$ cat src/rtl/bin_to_bcd_seq.sv
// Sequential binary-to-BCD converter (shift-and-add-3, one bit per clock).
// Feeds the four digit buses of the seven-segment display driver. Results are
// registered and only change on the FINISH edge, so the display never flickers
// while a new conversion is running.
module bin_to_bcd_seq #(
    parameter int BIN_W  = 14,
    parameter bit SAT_EN = 1'b1
) (
    input  logic             CLK,
    input  logic             RSTN,
    input  logic [BIN_W-1:0] BIN,
    input  logic             START,
    output logic             BUSY,
    output logic             DONE,
    output logic             OVF,
    output logic [3:0]       BCD0,
    output logic [3:0]       BCD1,
    output logic [3:0]       BCD2,
    output logic [3:0]       BCD3
);

    typedef enum logic [1:0] {
        IDLE,
        SHIFT,
        FINISH
    } state_t;

    // Counter value seen during the last shift iteration.
    localparam logic [3:0] LAST_CNT = 4'(BIN_W - 1);

    state_t             state_q, state_d;
    logic [BIN_W-1:0]   shiftReg_q, shiftReg_d;
    logic [19:0]        scratch_q, scratch_d;
    logic [3:0]         bitCnt_q, bitCnt_d;
    logic               busy_q, busy_d;
    logic               done_q, done_d;
    logic               ovf_q, ovf_d;
    logic [15:0]        bcd_q, bcd_d;
    logic [19:0]        adjusted;

    // The top digit of a 14-bit value never exceeds 1, so the bit shifted out
    // of the scratch register is always zero and is deliberately dropped.
    logic               unusedTopBit;
    assign unusedTopBit = adjusted[19];

    // Add 3 to every scratch digit that is 5 or more, all five in parallel.
    always_comb begin
        adjusted = scratch_q;
        for (int i = 0; i < 5; i++) begin
            if (scratch_q[4*i +: 4] >= 4'd5) begin
                adjusted[4*i +: 4] = scratch_q[4*i +: 4] + 4'd3;
            end
        end
    end

    // Next-state and next-output logic for the IDLE/SHIFT/FINISH sequencer.
    always_comb begin
        state_d    = state_q;
        shiftReg_d = shiftReg_q;
        scratch_d  = scratch_q;
        bitCnt_d   = bitCnt_q;
        busy_d     = busy_q;
        done_d     = 1'b0;
        ovf_d      = ovf_q;
        bcd_d      = bcd_q;

        case (state_q)
            IDLE: begin
                if (START) begin
                    shiftReg_d = BIN;
                    scratch_d  = '0;
                    bitCnt_d   = '0;
                    busy_d     = 1'b1;
                    state_d    = SHIFT;
                end
            end

            SHIFT: begin
                scratch_d  = {adjusted[18:0], shiftReg_q[BIN_W-1]};
                shiftReg_d = {shiftReg_q[BIN_W-2:0], 1'b0};
                bitCnt_d   = bitCnt_q + 4'd1;
                if (bitCnt_q == LAST_CNT) begin
                    state_d = FINISH;
                end
            end

            FINISH: begin
                ovf_d = (scratch_q[19:16] != 4'd0);
                if (ovf_d && SAT_EN) begin
                    bcd_d = 16'h9999;
                end else begin
                    bcd_d = scratch_q[15:0];
                end
                done_d  = 1'b1;
                busy_d  = 1'b0;
                state_d = IDLE;
            end

            default: begin
                state_d = IDLE;
            end
        endcase
    end

    // State and datapath registers with synchronous active-low reset.
    always_ff @(posedge CLK) begin
        if (!RSTN) begin
            state_q    <= IDLE;
            shiftReg_q <= '0;
            scratch_q  <= '0;
            bitCnt_q   <= '0;
            busy_q     <= 1'b0;
            done_q     <= 1'b0;
            ovf_q      <= 1'b0;
            bcd_q      <= '0;
        end else begin
            state_q    <= state_d;
            shiftReg_q <= shiftReg_d;
            scratch_q  <= scratch_d;
            bitCnt_q   <= bitCnt_d;
            busy_q     <= busy_d;
            done_q     <= done_d;
            ovf_q      <= ovf_d;
            bcd_q      <= bcd_d;
        end
    end

    assign BUSY = busy_q;
    assign DONE = done_q;
    assign OVF  = ovf_q;
    assign BCD0 = bcd_q[3:0];
    assign BCD1 = bcd_q[7:4];
    assign BCD2 = bcd_q[11:8];
    assign BCD3 = bcd_q[15:12];

endmodule

$ cat config.mk
export PLATFORM = sky130hd
export DESIGN_NAME = bin_to_bcd_seq
export DESIGN_NICKNAME = d
export VERILOG_FILES = /design/src/rtl/bin_to_bcd_seq.sv
export SDC_FILE = /design/constraint.sdc
export NUM_CORES = 1
export LEC_CHECK = 0
export CORE_AREA = 2 2 71 73
export CTS_CLUSTER_DIAMETER = 60
export DETAILED_ROUTE_END_ITERATION = 12
export DIE_AREA = 0 0 73 75
export PLACE_DENSITY = 0.91
export SETUP_SLACK_MARGIN = 0.3
export SYNTH_ARGS = -nofsm -noshare
export SYNTH_HDL_FRONTEND = slang
export SYNTH_SLANG_ARGS = --single-unit
$ cat constraint.sdc
create_clock -name CLK -period 3.72 [get_ports CLK]
set_input_delay 0.744 -clock CLK [delete_from_list [all_inputs] [get_ports CLK]]
set_output_delay 0.744 -clock CLK [all_outputs]
set_load 0.02 [all_outputs]
Yosys cells after proc, flatten, opt, wreduce, memory -nomap -nowiden

Index checks and enable logic that the tools add are counted.

Add/sub/neg operators: 6
$lt $le $gt $ge: 5
Equality and inequality tests: 5
Mux-type cells: 18
Reductions and logical operators: 7

Operators with widths:

| kind                                                              | count |
|---|---|
| case mux 20 bit (2 select lines)                                  | 1 |
| case mux 14 bit (2 select lines)                                  | 1 |
| greater-or-equal comparator 4 x 3 -> 1 bit, second input constant | 5 |
| two-way mux 20 bit                                                | 1 |
| two-way mux 4 bit                                                 | 5 |
| adder 4 x 2 -> 4 bit, second input constant                       | 4 |
| two-way mux 16 bit                                                | 1 |
| two-way mux 14 bit                                                | 1 |
| case mux 4 bit (2 select lines)                                   | 1 |
| AND reduction 2 bit                                               | 3 |
| adder 4 x 1 -> 4 bit, second input constant                       | 1 |
| equality test 4 bit, second input constant                        | 1 |
| two-way mux 2 bit                                                 | 2 |
| != test 2 bit, second input constant                              | 2 |
| case mux 2 bit (2 select lines)                                   | 1 |
| nonzero test 2 bit                                                | 2 |
| nonzero test 4 bit                                                | 1 |
| adder 3 x 2 -> 3 bit, second input constant                       | 1 |
| two-way mux 3 bit                                                 | 1 |
| equality test 2 x 1 -> 1 bit, second input constant               | 1 |
| equality test 2 bit, second input constant                        | 1 |
| logical NOT 2 bit                                                 | 1 |
| two-way mux 1 bit                                                 | 2 |
| case mux 1 bit (2 select lines)                                   | 1 |

Register bits after elaboration: 59
Input port bits: 17
Output and inout bits: 19
Logic and storage cells: 49

Longest topological paths before layout

Word-level depth: 3
Gate-level depth with buffers: 6
Mapped depth without buffers: 6

Worst setup path before layout

OpenSTA, ideal clock, no wires.

Kind: in2reg
Start point: input port RSTN
End point: register scratch_q[11]
Library setup time: 0.117 ns
Arrival: 1.524 ns
Required time: 3.603 ns
Slack: 2.079 ns
Stages on the path: 5
Buffers on the path: 2
Cells stage by stage: buf_2 > inv_1 > nor2_2 > buf_2 > a32o_1

RTL lines:

| item                   | RTL line | RTL |
|---|---|---|
| start: declaration     | 10       | `input logic RSTN,` |
| end signal: assignment | 119      | `scratch_q <= scratch_d;` |
| end: declaration       | 33       | `logic [19:0] scratch_q, scratch_d;` |

==> results.cfg <==
[timing]
setup_viol = 0
fin_ws_ps = 1300
period_needed_ps = 2420
finalMaxSlewViolations = 0
slew_headroom_pct = 54.9
tightest_slew_ps = 675
rsz0062_at_grt = no
skew_ps = 11.1
hold_viol = 0
fin_crit_sh_pct = 65.1
finalSetupTns_ps = 0
fmax_mhz = 413

[hold_path]
hold_class = flip-flop to flip-flop
holdPathStages = 2

[placement]
pre_cts_ws_ps = 1010
port_buffers = 35
post_dp_cell_area_um2 = 2950
gp_congestion = 0.794
dp_hpwl_um = 3810

[synthesis]
synth_top_family_by_area = compound AO/OA/AOI/OAI gates
syn_nets = 310
netlist_top_cells_count = dfxtp_1 (59), nand2_1 (31), a21oi_1 (26)
syn-cell-area_um2 = 2610
synthCells = 280
yosysSeqAreaShare_pct = 45.3
synthTopCellsByArea = dfxtp_1 (45%), ha_1 (6.2%), a21oi_1 (5.0%), nand2_1 (4.5%), o221a_2 (3.5%)
postSynth.asyncResetShare_pct = 0
yosysMostFrequentCell = dfxtp_1
yosys.area.top_type = dfxtp_1
synth_compound_gate_area_share_pct = 26.3
synth_warnings = 0
yosys.area_share.simple_pct = 11.3
muxShareOfSynthArea_pct = 2.35
synth_edf_count = 0
yosys.area.top_type_share_pct = 45.3
synthXorXnorAreaFrac_pct = 3.02
synth_area_per_cell_um2 = 9.32
synth_top_flop_cell = dfxtp_1
ys_ff_latch = 59
synthAdderAreaFrac_pct = 6.23
synth_cell_types = 38

[die]
num_rows = 25
start_util_pct = 56.0
core-area_um2 = 4660
io_pins = 36
dieArea_um2 = 5480
fp.dieH_um = 75
die_x_um = 73

[global_route]
first_global_vias = 2066
grt_max_degree = 22
grt.met3_usage_pct = 6.02
grt_usage_pct = 23.4
grt_use_met2_pct = 39.8
grt_pass1_wl_um = 9540
grt_antenna_before_repair = 0
use_met1_pct = 27.2
busiest_layer = met2
grt-ovfl-total = 0

[critical_path]
cp.required_ps = 4000
cp-end-kind = flip-flop
crit_type = input pin to flip-flop
r2r_cells = 4
worstPathArrival_ps = 2700
cp-start-kind = input pin
critPathMaxFanout = 15

[clocking]
clock_latency_ps = 340
clkTransAtPathRegs_ps = 70
cts_buffers = 9
clock-sinks = 59
post_cts_resized = 0
post-cts-setup-buffers = 0
clock_path_buffers = 2
cts_tree = done
h-tree-depth = 3
root_buffer = clkbuf_8
ctsHoldBuffers = 0

[drt]
drc = 0
ant_nets = 0
drtIter0Drc = 184
via_count = 2197
wl_per_cell_um = 15.8
viasPerCell = 5.97
wl_um = 5810
drt_first_pass_iters = 4

[pwr]
power.total_mw = 1.33
power.density_nw_per_um2 = 426
vdd_ir_drop_max_v = 0.000316
leakage_nw = 1.21

[layout]
finalNetCount = 341
diodes = 0
fillers = 380
fin_area_um2 = 3130
layout-drive-gt1-share_pct = 9.24
synthToLayoutAreaGrowth_pct = 20.0

[run_status]
status = complete, no violations

[run]
maxCapViolCount = 0
[critical path, cell delays in order]
cell	delay (ps)
clkdlybuf4s50_1	820
nand3_1	550
o31ai_1	420
a32o_1	170
[state kept, by name, indices dropped and copies added (netlist names)]
name        cells
bcd_q          16
bitCnt_q        4
OVF             1
BUSY            1
state_q         2
DONE            1
shiftReg_q     14
scratch_q      20
[logic make-up after synthesis]
kind of cell             Yosys count
AO/OA/AOI/OAI                     96
XOR/XNOR                           9
adder cells (fa/ha/maj)           13
buffers and inverters             32
flip-flops                        59
multiplexers                       6
AND/OR/NAND/NOR                   65
[layout by cell type, fill, tap and decap left out, drive strengths merged, types with 5 or more instances in the layout]
| cell type | synthesis | routed |
|---|---|---|
| clkbuf | 6 | 11 |
| nand2 | 31 | 31 |
| o22ai | 7 | 7 |
| a21oi | 26 | 26 |
| xnor2 | 5 | 5 |
| inv | 16 | 16 |
| dfxtp | 59 | 59 |
| nor2 | 18 | 18 |
| clkdlybuf4s50 | 0 | 35 |
| nand2b | 7 | 7 |
| mux2i | 5 | 5 |
| a22o | 6 | 6 |
| ha | 13 | 13 |
| o21ai | 18 | 18 |
| o221a | 8 | 8 |
| a32o | 5 | 5 |
| o221ai | 10 | 10 |
[per-stage QoR]
stage / cells / hold WS, ps / utilization (%)
floorplan: 280 / 441 / -
global placement: 354 / 444 / 63.3
detailed placement: 354 / 448 / 63.3
CTS: 368 / 456 / 67.2
global route: 368 / 482 / 67.2
finish: 368 / 454 / 67.2
[metal layers]
| metal | routed length (µm) | vias to the layer above |
|---|---|---|
| met4 | 108 | 0 |
| met2 | 2920 | 78 |
| met1 | 2470 | 1036 |
| met3 | 308 | 10 |
| met5 | 0 | - |
| li1 | - | 1073 |
[layout make-up]
type	instances	area, µm²	area share, %
clock inverter	3	40.0	1.28
timing repair buffer	36	358	11.4
inverter	16	60.1	1.92
clock buffer	11	141	4.51
multi-input combinational	189	1280	41.0
tap	54	67.6	2.16
sequential	59	1180	37.7
[where the power goes]
group	total, mW	switching, mW	internal [mW]
Combinational	0.100	0.0564	0.0438
Sequential	0.674	0.0209	0.653
Clock	0.560	0.242	0.318
Total	1.33	0.319	1.01
[final timing paths]
path                                 start            to  slack (ps)
worst max-delay path                  RSTN  scratch_q[3]        1300
worst min-delay path             bcd_q[13]     bcd_q[13]         450
worst max register to register  state_q[1]      bcd_q[3]        1630
worst min register to register   bcd_q[13]     bcd_q[13]         450
Note: power is estimated with default switching activity, not from simulation.
